[src/rtl/hw_mutex_core_if_pkg.sv]
// hw_mutex_core_if_pkg: shared state, op and response-code definitions for the mutex core front end
package hw_mutex_core_if_pkg;
   typedef enum logic [1:0] {IDLE, WAIT, RESP} core_state_e;
   localparam logic OP_LOCK   = 1'b1;
   localparam logic OP_UNLOCK = 1'b0;
   localparam logic OPC_OK    = 1'b0;
   localparam logic OPC_ERR   = 1'b1;
endpackage

[src/rtl/hw_mutex_core_if_if.sv]
// hw_mutex_core_if_if: core-bus and mutex-unit signals of the per-core mutex front end
interface hw_mutex_core_if_if #(
   parameter int NB_CORES    = 4,
   parameter int MUTEX_MSG_W = 32
);
   logic [NB_CORES-1:0]             core_req_i, core_wen_i, core_gnt_o, core_r_valid_o, core_r_opc_o;
   logic [NB_CORES-1:0]             lock_req_o, unlock_req_o, mutex_event_i;
   logic [NB_CORES*MUTEX_MSG_W-1:0] core_wdata_i, core_r_rdata_o;
   logic [MUTEX_MSG_W-1:0]          mutex_msg_wdata_o, mutex_msg_rdata_i;
   modport master (
      output core_req_i, core_wen_i, core_wdata_i, mutex_msg_rdata_i, mutex_event_i,
      input  core_gnt_o, core_r_valid_o, core_r_opc_o, core_r_rdata_o,
      input  lock_req_o, unlock_req_o, mutex_msg_wdata_o
   );
   modport slave (
      input  core_req_i, core_wen_i, core_wdata_i, mutex_msg_rdata_i, mutex_event_i,
      output core_gnt_o, core_r_valid_o, core_r_opc_o, core_r_rdata_o,
      output lock_req_o, unlock_req_o, mutex_msg_wdata_o
   );
endinterface

[src/rtl/hw_mutex_core_fsm.sv]
// hw_mutex_core_fsm: one core's lock/unlock handshake, blocking-lock wait and one-cycle response
module hw_mutex_core_fsm
   import hw_mutex_core_if_pkg::*;
#(
   parameter int MUTEX_MSG_W = 32,
   parameter int CORE_IDX    = 0
) (
   input  logic                   clk_i,
   input  logic                   rst_ni,
   input  logic                   i_req,
   input  logic                   i_wen,
   input  logic                   i_is_owner,
   input  logic                   i_event,
   input  logic [MUTEX_MSG_W-1:0] i_msg_rdata,
   output logic                   o_gnt,
   output logic                   o_r_valid,
   output logic                   o_r_opc,
   output logic [MUTEX_MSG_W-1:0] o_r_rdata,
   output logic                   o_lock_req,
   output logic                   o_unlock_req
);
   core_state_e r_state, w_state;
   logic        r_opc, w_opc, r_lock_ok, w_lock_ok;
   assign o_gnt        = i_req && r_state == IDLE;
   assign o_lock_req   = o_gnt && i_wen == OP_LOCK && !i_is_owner;
   assign o_unlock_req = o_gnt && i_wen == OP_UNLOCK && i_is_owner;
   assign o_r_valid    = r_state == RESP;
   assign o_r_opc      = o_r_valid && r_opc == OPC_ERR;
   assign o_r_rdata    = (o_r_valid && r_lock_ok) ? i_msg_rdata : '0;
   always_comb begin
      w_state   = r_state;
      w_opc     = r_opc;
      w_lock_ok = r_lock_ok;
      if (o_gnt) begin
         w_state   = (o_lock_req && !i_event) ? WAIT : RESP;
         // recursive lock and non-owner unlock are the two rejected cases
         w_opc     = ((i_wen == OP_LOCK) == i_is_owner) ? OPC_ERR : OPC_OK;
         w_lock_ok = o_lock_req;
      end else if (r_state == WAIT) w_state = i_event ? RESP : WAIT;
      else if (r_state == RESP) w_state = IDLE;
   end
   always_ff @(posedge clk_i) begin
      if (!rst_ni) begin
         r_state   <= IDLE;
         r_opc     <= OPC_OK;
         r_lock_ok <= 1'b0;
      end else begin
         r_state   <= w_state;
         r_opc     <= w_opc;
         r_lock_ok <= w_lock_ok;
      end
   end
   a_event_legal: assert property (@(posedge clk_i) disable iff (!rst_ni)
      i_event |-> (r_state == WAIT || o_lock_req))
      else $error("hw_mutex_core_fsm %0d: mutex event while not waiting", CORE_IDX);
endmodule

[src/rtl/hw_mutex_core_if.sv]
// hw_mutex_core_if: per-core front end of the hardware mutex; tracks the owner and muxes the unlock message
module hw_mutex_core_if
   import hw_mutex_core_if_pkg::*;
#(
   parameter int NB_CORES    = 4,
   parameter int MUTEX_MSG_W = 32
) (
   input logic                clk_i,
   input logic                rst_ni,
   hw_mutex_core_if_if.slave  bus
);
   localparam int IDX_W = NB_CORES > 1 ? $clog2(NB_CORES) : 1;
   logic                            r_owner_vld;
   logic [IDX_W-1:0]                r_owner_idx, w_ev_idx;
   logic [NB_CORES-1:0]             w_is_owner, w_gnt, w_r_valid, w_r_opc, w_lock, w_unlock;
   logic [NB_CORES*MUTEX_MSG_W-1:0] w_r_rdata;
   logic [MUTEX_MSG_W-1:0]          w_wdata;
   for (genvar g = 0; g < NB_CORES; g++) begin : g_core
      assign w_is_owner[g] = r_owner_vld && r_owner_idx == IDX_W'(g);
      hw_mutex_core_fsm #(.MUTEX_MSG_W(MUTEX_MSG_W), .CORE_IDX(g)) u_fsm (
         .clk_i        (clk_i),
         .rst_ni       (rst_ni),
         .i_req        (bus.core_req_i[g]),
         .i_wen        (bus.core_wen_i[g]),
         .i_is_owner   (w_is_owner[g]),
         .i_event      (bus.mutex_event_i[g]),
         .i_msg_rdata  (bus.mutex_msg_rdata_i),
         .o_gnt        (w_gnt[g]),
         .o_r_valid    (w_r_valid[g]),
         .o_r_opc      (w_r_opc[g]),
         .o_r_rdata    (w_r_rdata[g*MUTEX_MSG_W +: MUTEX_MSG_W]),
         .o_lock_req   (w_lock[g]),
         .o_unlock_req (w_unlock[g])
      );
   end
   // only the owner can pulse an unlock, so at most one slice is ever selected
   always_comb begin
      w_wdata  = '0;
      w_ev_idx = '0;
      for (int k = 0; k < NB_CORES; k++) begin
         if (w_unlock[k]) w_wdata = bus.core_wdata_i[k*MUTEX_MSG_W +: MUTEX_MSG_W];
         if (bus.mutex_event_i[k]) w_ev_idx = IDX_W'(k);
      end
   end
   always_ff @(posedge clk_i) begin
      if (!rst_ni) begin
         r_owner_vld <= 1'b0;
         r_owner_idx <= '0;
      end else if (|bus.mutex_event_i) begin
         r_owner_vld <= 1'b1;
         r_owner_idx <= w_ev_idx;
      end else if (|w_unlock) r_owner_vld <= 1'b0;
   end
   assign bus.core_gnt_o        = w_gnt;
   assign bus.core_r_valid_o    = w_r_valid;
   assign bus.core_r_opc_o      = w_r_opc;
   assign bus.core_r_rdata_o    = w_r_rdata;
   assign bus.lock_req_o        = w_lock;
   assign bus.unlock_req_o      = w_unlock;
   assign bus.mutex_msg_wdata_o = w_wdata;
endmodule

[src/flat_wrapper.sv]
// flat-port wrapper written by rule: the top's interface ports become plain ports
module hw_mutex_core_if_flat import hw_mutex_core_if_pkg::*;
#(
   parameter int NB_CORES    = 4,
   parameter int MUTEX_MSG_W = 32
)
  (clk_i, rst_ni, bus_core_req_i, bus_core_wen_i, bus_core_wdata_i, bus_mutex_msg_rdata_i, bus_mutex_event_i, bus_core_gnt_o, bus_core_r_valid_o, bus_core_r_opc_o, bus_core_r_rdata_o, bus_lock_req_o, bus_unlock_req_o, bus_mutex_msg_wdata_o);
  hw_mutex_core_if_if #(.NB_CORES(NB_CORES), .MUTEX_MSG_W(MUTEX_MSG_W)) bus_i ();
  input logic clk_i;
  input logic rst_ni;
  input wire logic [$bits(bus_i.core_req_i)-1:0] bus_core_req_i;
  input wire logic [$bits(bus_i.core_wen_i)-1:0] bus_core_wen_i;
  input wire logic [$bits(bus_i.core_wdata_i)-1:0] bus_core_wdata_i;
  input wire logic [$bits(bus_i.mutex_msg_rdata_i)-1:0] bus_mutex_msg_rdata_i;
  input wire logic [$bits(bus_i.mutex_event_i)-1:0] bus_mutex_event_i;
  output wire logic [$bits(bus_i.core_gnt_o)-1:0] bus_core_gnt_o;
  output wire logic [$bits(bus_i.core_r_valid_o)-1:0] bus_core_r_valid_o;
  output wire logic [$bits(bus_i.core_r_opc_o)-1:0] bus_core_r_opc_o;
  output wire logic [$bits(bus_i.core_r_rdata_o)-1:0] bus_core_r_rdata_o;
  output wire logic [$bits(bus_i.lock_req_o)-1:0] bus_lock_req_o;
  output wire logic [$bits(bus_i.unlock_req_o)-1:0] bus_unlock_req_o;
  output wire logic [$bits(bus_i.mutex_msg_wdata_o)-1:0] bus_mutex_msg_wdata_o;
  assign bus_i.core_req_i = bus_core_req_i;
  assign bus_i.core_wen_i = bus_core_wen_i;
  assign bus_i.core_wdata_i = bus_core_wdata_i;
  assign bus_i.mutex_msg_rdata_i = bus_mutex_msg_rdata_i;
  assign bus_i.mutex_event_i = bus_mutex_event_i;
  assign bus_core_gnt_o = bus_i.core_gnt_o;
  assign bus_core_r_valid_o = bus_i.core_r_valid_o;
  assign bus_core_r_opc_o = bus_i.core_r_opc_o;
  assign bus_core_r_rdata_o = bus_i.core_r_rdata_o;
  assign bus_lock_req_o = bus_i.lock_req_o;
  assign bus_unlock_req_o = bus_i.unlock_req_o;
  assign bus_mutex_msg_wdata_o = bus_i.mutex_msg_wdata_o;
  hw_mutex_core_if #(.NB_CORES(NB_CORES), .MUTEX_MSG_W(MUTEX_MSG_W)) u_core (.clk_i(clk_i), .rst_ni(rst_ni), .bus(bus_i));
endmodule
[config.mk]
export PLATFORM = sky130hd
export DESIGN_NAME = hw_mutex_core_if_flat
export DESIGN_NICKNAME = d
export VERILOG_FILES = /design/src/rtl/hw_mutex_core_if_pkg.sv /design/src/rtl/hw_mutex_core_if_if.sv /design/src/rtl/hw_mutex_core_fsm.sv /design/src/rtl/hw_mutex_core_if.sv /design/src/flat_wrapper.sv
export SDC_FILE = /design/constraint.sdc
export NUM_CORES = 1
export LEC_CHECK = 0
export CAP_MARGIN = 25
export CORE_AREA = 2 2 136 138
export DETAILED_ROUTE_END_ITERATION = 8
export DIE_AREA = 0 0 138 140
export GPL_ROUTABILITY_DRIVEN = 0
export PLACE_DENSITY_LB_ADDON = 0.25
export SLEW_MARGIN = 25
export SYNTH_ARGS = -nofsm -noshare
export SYNTH_HDL_FRONTEND = slang
export SYNTH_SLANG_ARGS = --single-unit
export TNS_END_PERCENT = 100
[constraint.sdc]
create_clock -name clk_i -period 4.6 [get_ports clk_i]
set_input_delay 0.92 -clock clk_i [delete_from_list [all_inputs] [get_ports clk_i]]
set_output_delay 0.92 -clock clk_i [all_outputs]
set_load 0.005 [all_outputs]
==> key figures <==
Outcome
  • Outcome: completed

STA
  • Final slew viol count: 0
  • Headroom to the max-slew limit: 0.359
  • FMAX: 0.230 GHz
  • Worst slew pin tran: just under 1000 ps
  • Final setup fails: 0
  • Min Tclk post-route: 4350 ps
  • Tcrit/Tclk final: 0.946
  • Final TNS setup: 0 ps
  • Worst clock skew: about 2.7 ps
  • Hold Fails Final Rpt: 0
  • RSZ-0062 raised after global routing: no

Clock network
  • Hold buffer count at CTS: 0
  • Clock Path Buffers: 2
  • CTS clk-pin slew, worst paths: approximately 60 ps
  • TritonCTS Buffers: 3
  • Skew-Pair Late Insertion Delay: 260 ps
  • Clock Tree Root: clkbuf_16
  • Resized Gates After CTS: 0
  • Post-CTS setup buffer count: 0
  • H-tree depth: 1
  • Clock sinks: 19
  • TritonCTS clock tree: yes

Floorplan
  • Die Span Y: 140 um
  • Io pins: 354
  • CORE AREA: 17800 um^2
  • Initial Utilization: 0.160
  • Die area: approximately 19000 um^2
  • Die width: 138 um
  • FP Rows: 49

Cells and area
  • Fill cells: 1915
  • Layout cells sized above 1: 0.0381
  • Fin cells: 964
  • Nets: 910
  • Area grow syn2layout: 129%
  • Diode count: 0

Global route
  • Total grt overflow: 0
  • Number of antenna violations at the first check in global routing: 0
  • Largest net degree at the start of global routing: 35
  • First-pass GRT wire length: between 20000 and 30000 um
  • Met2 usage: 0.312
  • Grt peak-use layer: met2
  • Vias in the first global route: 4322
  • M3 GR Usage: 0.0349
  • Met1 GRT Util: 0.176
  • GRT Total Usage: 0.161

Yosys
  • Post-synth ARST share: 0
  • Synth area leaders: and3_1 28%, dfxtp_1 13%, a221oi_1 9.6%
  • Syn. warnings: 0
  • Cell taking the most area after synthesis: and3_1
  • Library cells used by synthesis: 37
  • Register bit total from synthesis: 19
  • EDFF count, synth: 0
  • Netlist Area Pre-Place: around 2800 um^2
  • Synth Net Count: ~600
  • Post-synth top cells: 128 x and3_1, 49 x nor2_1, 37 x nand2_1, 31 x a221oi_1
  • Share of the synthesized area in the top cell type: 0.282
  • Post-synth top flop: dfxtp_1
  • Post-synthesis sequential area ratio: 0.134
  • Post-synthesis instance total: ~430
  • Most numerous cell in the Yosys netlist: and3_1
  • Post-Syn Area per Cell: 6.56 um^2

Detailed routing
  • Post-DRT Antenna Nets: 0
  • Via-to-Cell Ratio: 4.58
  • First-pass DRT Iterations: 6
  • Routed WL per cell: 17.4 um
  • Routed WL: 16800 um
  • Vias: 4413
  • Post-route DRC: 0
  • Drt initial violations: between 150 and 200

Placed design
  • Placed cells: 960
  • HPWL reported at the end of detailed placement: ~14000 um
  • PortBufs: 353

Worst setup path
  • Worst-path maximum fanout: 33
  • CP Launch Type: input port
  • Worst Setup SP: bus_core_req_i[2]
  • R2R Setup Slk: ~2700 ps
  • Reg-to-reg critical path startpoint: u_core.g_core[2].u_fsm.r_state[0]$_SDFFE_PN0P_
  • Critical path class: input port to primary output
  • Worst EP arrival: between 3000 and 4000 ps
  • RR Endpoint: u_core.r_owner_vld$_SDFFE_PN0P_
  • Reg2Reg Depth: 5
  • Crit path capture: bus_mutex_msg_wdata_o[1]
  • Crit path capture type: primary output
  • Critical Path RT: 3680 ps

Power
  • VDD IR-drop max: ~0.00011 V
  • Leakage power: approximately 2.8 nW
  • Total power: 0.762 mW
  • Pwr Density: 117 nW/um^2

Flow run
  • MaxCap Viol Count: 0

Worst hold path
  • Hold WC Path Type: flop to flop
-- area by class of cell --
cell class              instances  area, um^2  area share
clock buffers                   3        75.1      0.0115
clock inverters                 1        7.51     0.00115
inverters                       8        35.0     0.00538
multi-input cells             344        2110       0.324
flip-flops and latches         19         382      0.0586
well taps                     229         287      0.0440
repair buffers                360        3610       0.555
-- stage by stage --
step	utilization	setup slack, ps	hold WS (ps)	area (um^2)
after floorplan	-	1510	436	2840
after global placement	0.361	235	456	6410
after detailed placement	0.361	196	468	6420
after CTS	0.366	195	476	6500
after global routing	0.366	130	511	6510
final	0.366	247	471	6510
-- report_power, final --
group | switching, mW | leakage, nW | total (mW) | internal (mW)
Combinational | 0.133 | 2.61 | 0.371 | 0.238
Sequential | 0.0250 | 0.157 | 0.200 | 0.175
Clock | 0.0723 | 0.0371 | 0.190 | 0.118
Total | 0.230 | 2.80 | 0.762 | 0.531
-- worst min path at each step --
| stage | from | end | slack [ps] | cells past startpoint |
|---|---|---|---|---|
| final | u_core.g_core[0].u_fsm.r_opc$_SDFFE_PN0N_ | u_core.g_core[0].u_fsm.r_opc$_SDFFE_PN0N_ | 470 | 2 |
| after global routing | u_core.g_core[0].u_fsm.r_opc$_SDFFE_PN0N_ | u_core.g_core[0].u_fsm.r_opc$_SDFFE_PN0N_ | 510 | 2 |
| after CTS | u_core.g_core[0].u_fsm.r_opc$_SDFFE_PN0N_ | u_core.g_core[0].u_fsm.r_opc$_SDFFE_PN0N_ | 480 | 2 |
| after detailed placement | u_core.g_core[0].u_fsm.r_opc$_SDFFE_PN0N_ | u_core.g_core[0].u_fsm.r_opc$_SDFFE_PN0N_ | 470 | 2 |
| after global placement | u_core.g_core[0].u_fsm.r_opc$_SDFFE_PN0N_ | u_core.g_core[0].u_fsm.r_opc$_SDFFE_PN0N_ | 460 | 2 |
| after floorplan | u_core.g_core[0].u_fsm.r_opc$_SDFFE_PN0N_ | u_core.g_core[0].u_fsm.r_opc$_SDFFE_PN0N_ | 440 | 2 |
-- cell families after synthesis --
logic type,after synthesis,synth area share
buffers and inverters,70,0.135
AND/OR/NAND/NOR,251,0.491
XOR/XNOR,4,0.0123
multiplexers,2,0.00705
AO/OA/AOI/OAI,87,0.220
flip-flops,19,0.134
-- metal layers --
| layer | vias up | wire length, um |
|---|---|---|
| li1 | 2163 | - |
| met1 | 2000 | 6140 |
| met2 | 237 | 9030 |
| met3 | 13 | 1350 |
| met4 | 0 | 283 |
| met5 | - | 0 |
-- cell usage in the layout, fill, tap and decap left out, types with 3 or more instances in the layout --
cell type        count
clkdlybuf4s50_1    353
a221oi_1            31
and3_1             128
o221a_2              4
nand3_1              6
and2_1               5
clkbuf_16            3
o21ai_1             29
nor2b_4              3
inv_1                7
a21boi_0             5
buf_4                5
nand2_1             37
nor2b_1              6
xor2_1               3
nor2_1              49
dfxtp_1             18
o21ai_0              8
-- state kept, by name, indices dropped and copies added (netlist names) --
signal and flops:
u_core.g_core.u_fsm.r_lock_ok 4, u_core.g_core.u_fsm.r_opc 4, u_core.g_core.u_fsm.r_state 8, u_core.r_owner_vld 1
u_core.r_owner_idx 2
-- worst max-delay path, cell delays in order --
cell and delay, ps:
clkdlybuf4s50_1 490, or3b_4 410, or3_1 430, clkinv_4 240
a221oi_1 80, o21ai_0 280, clkdlybuf4s50_1 560
Note: power is estimated with default switching activity, not from simulation.
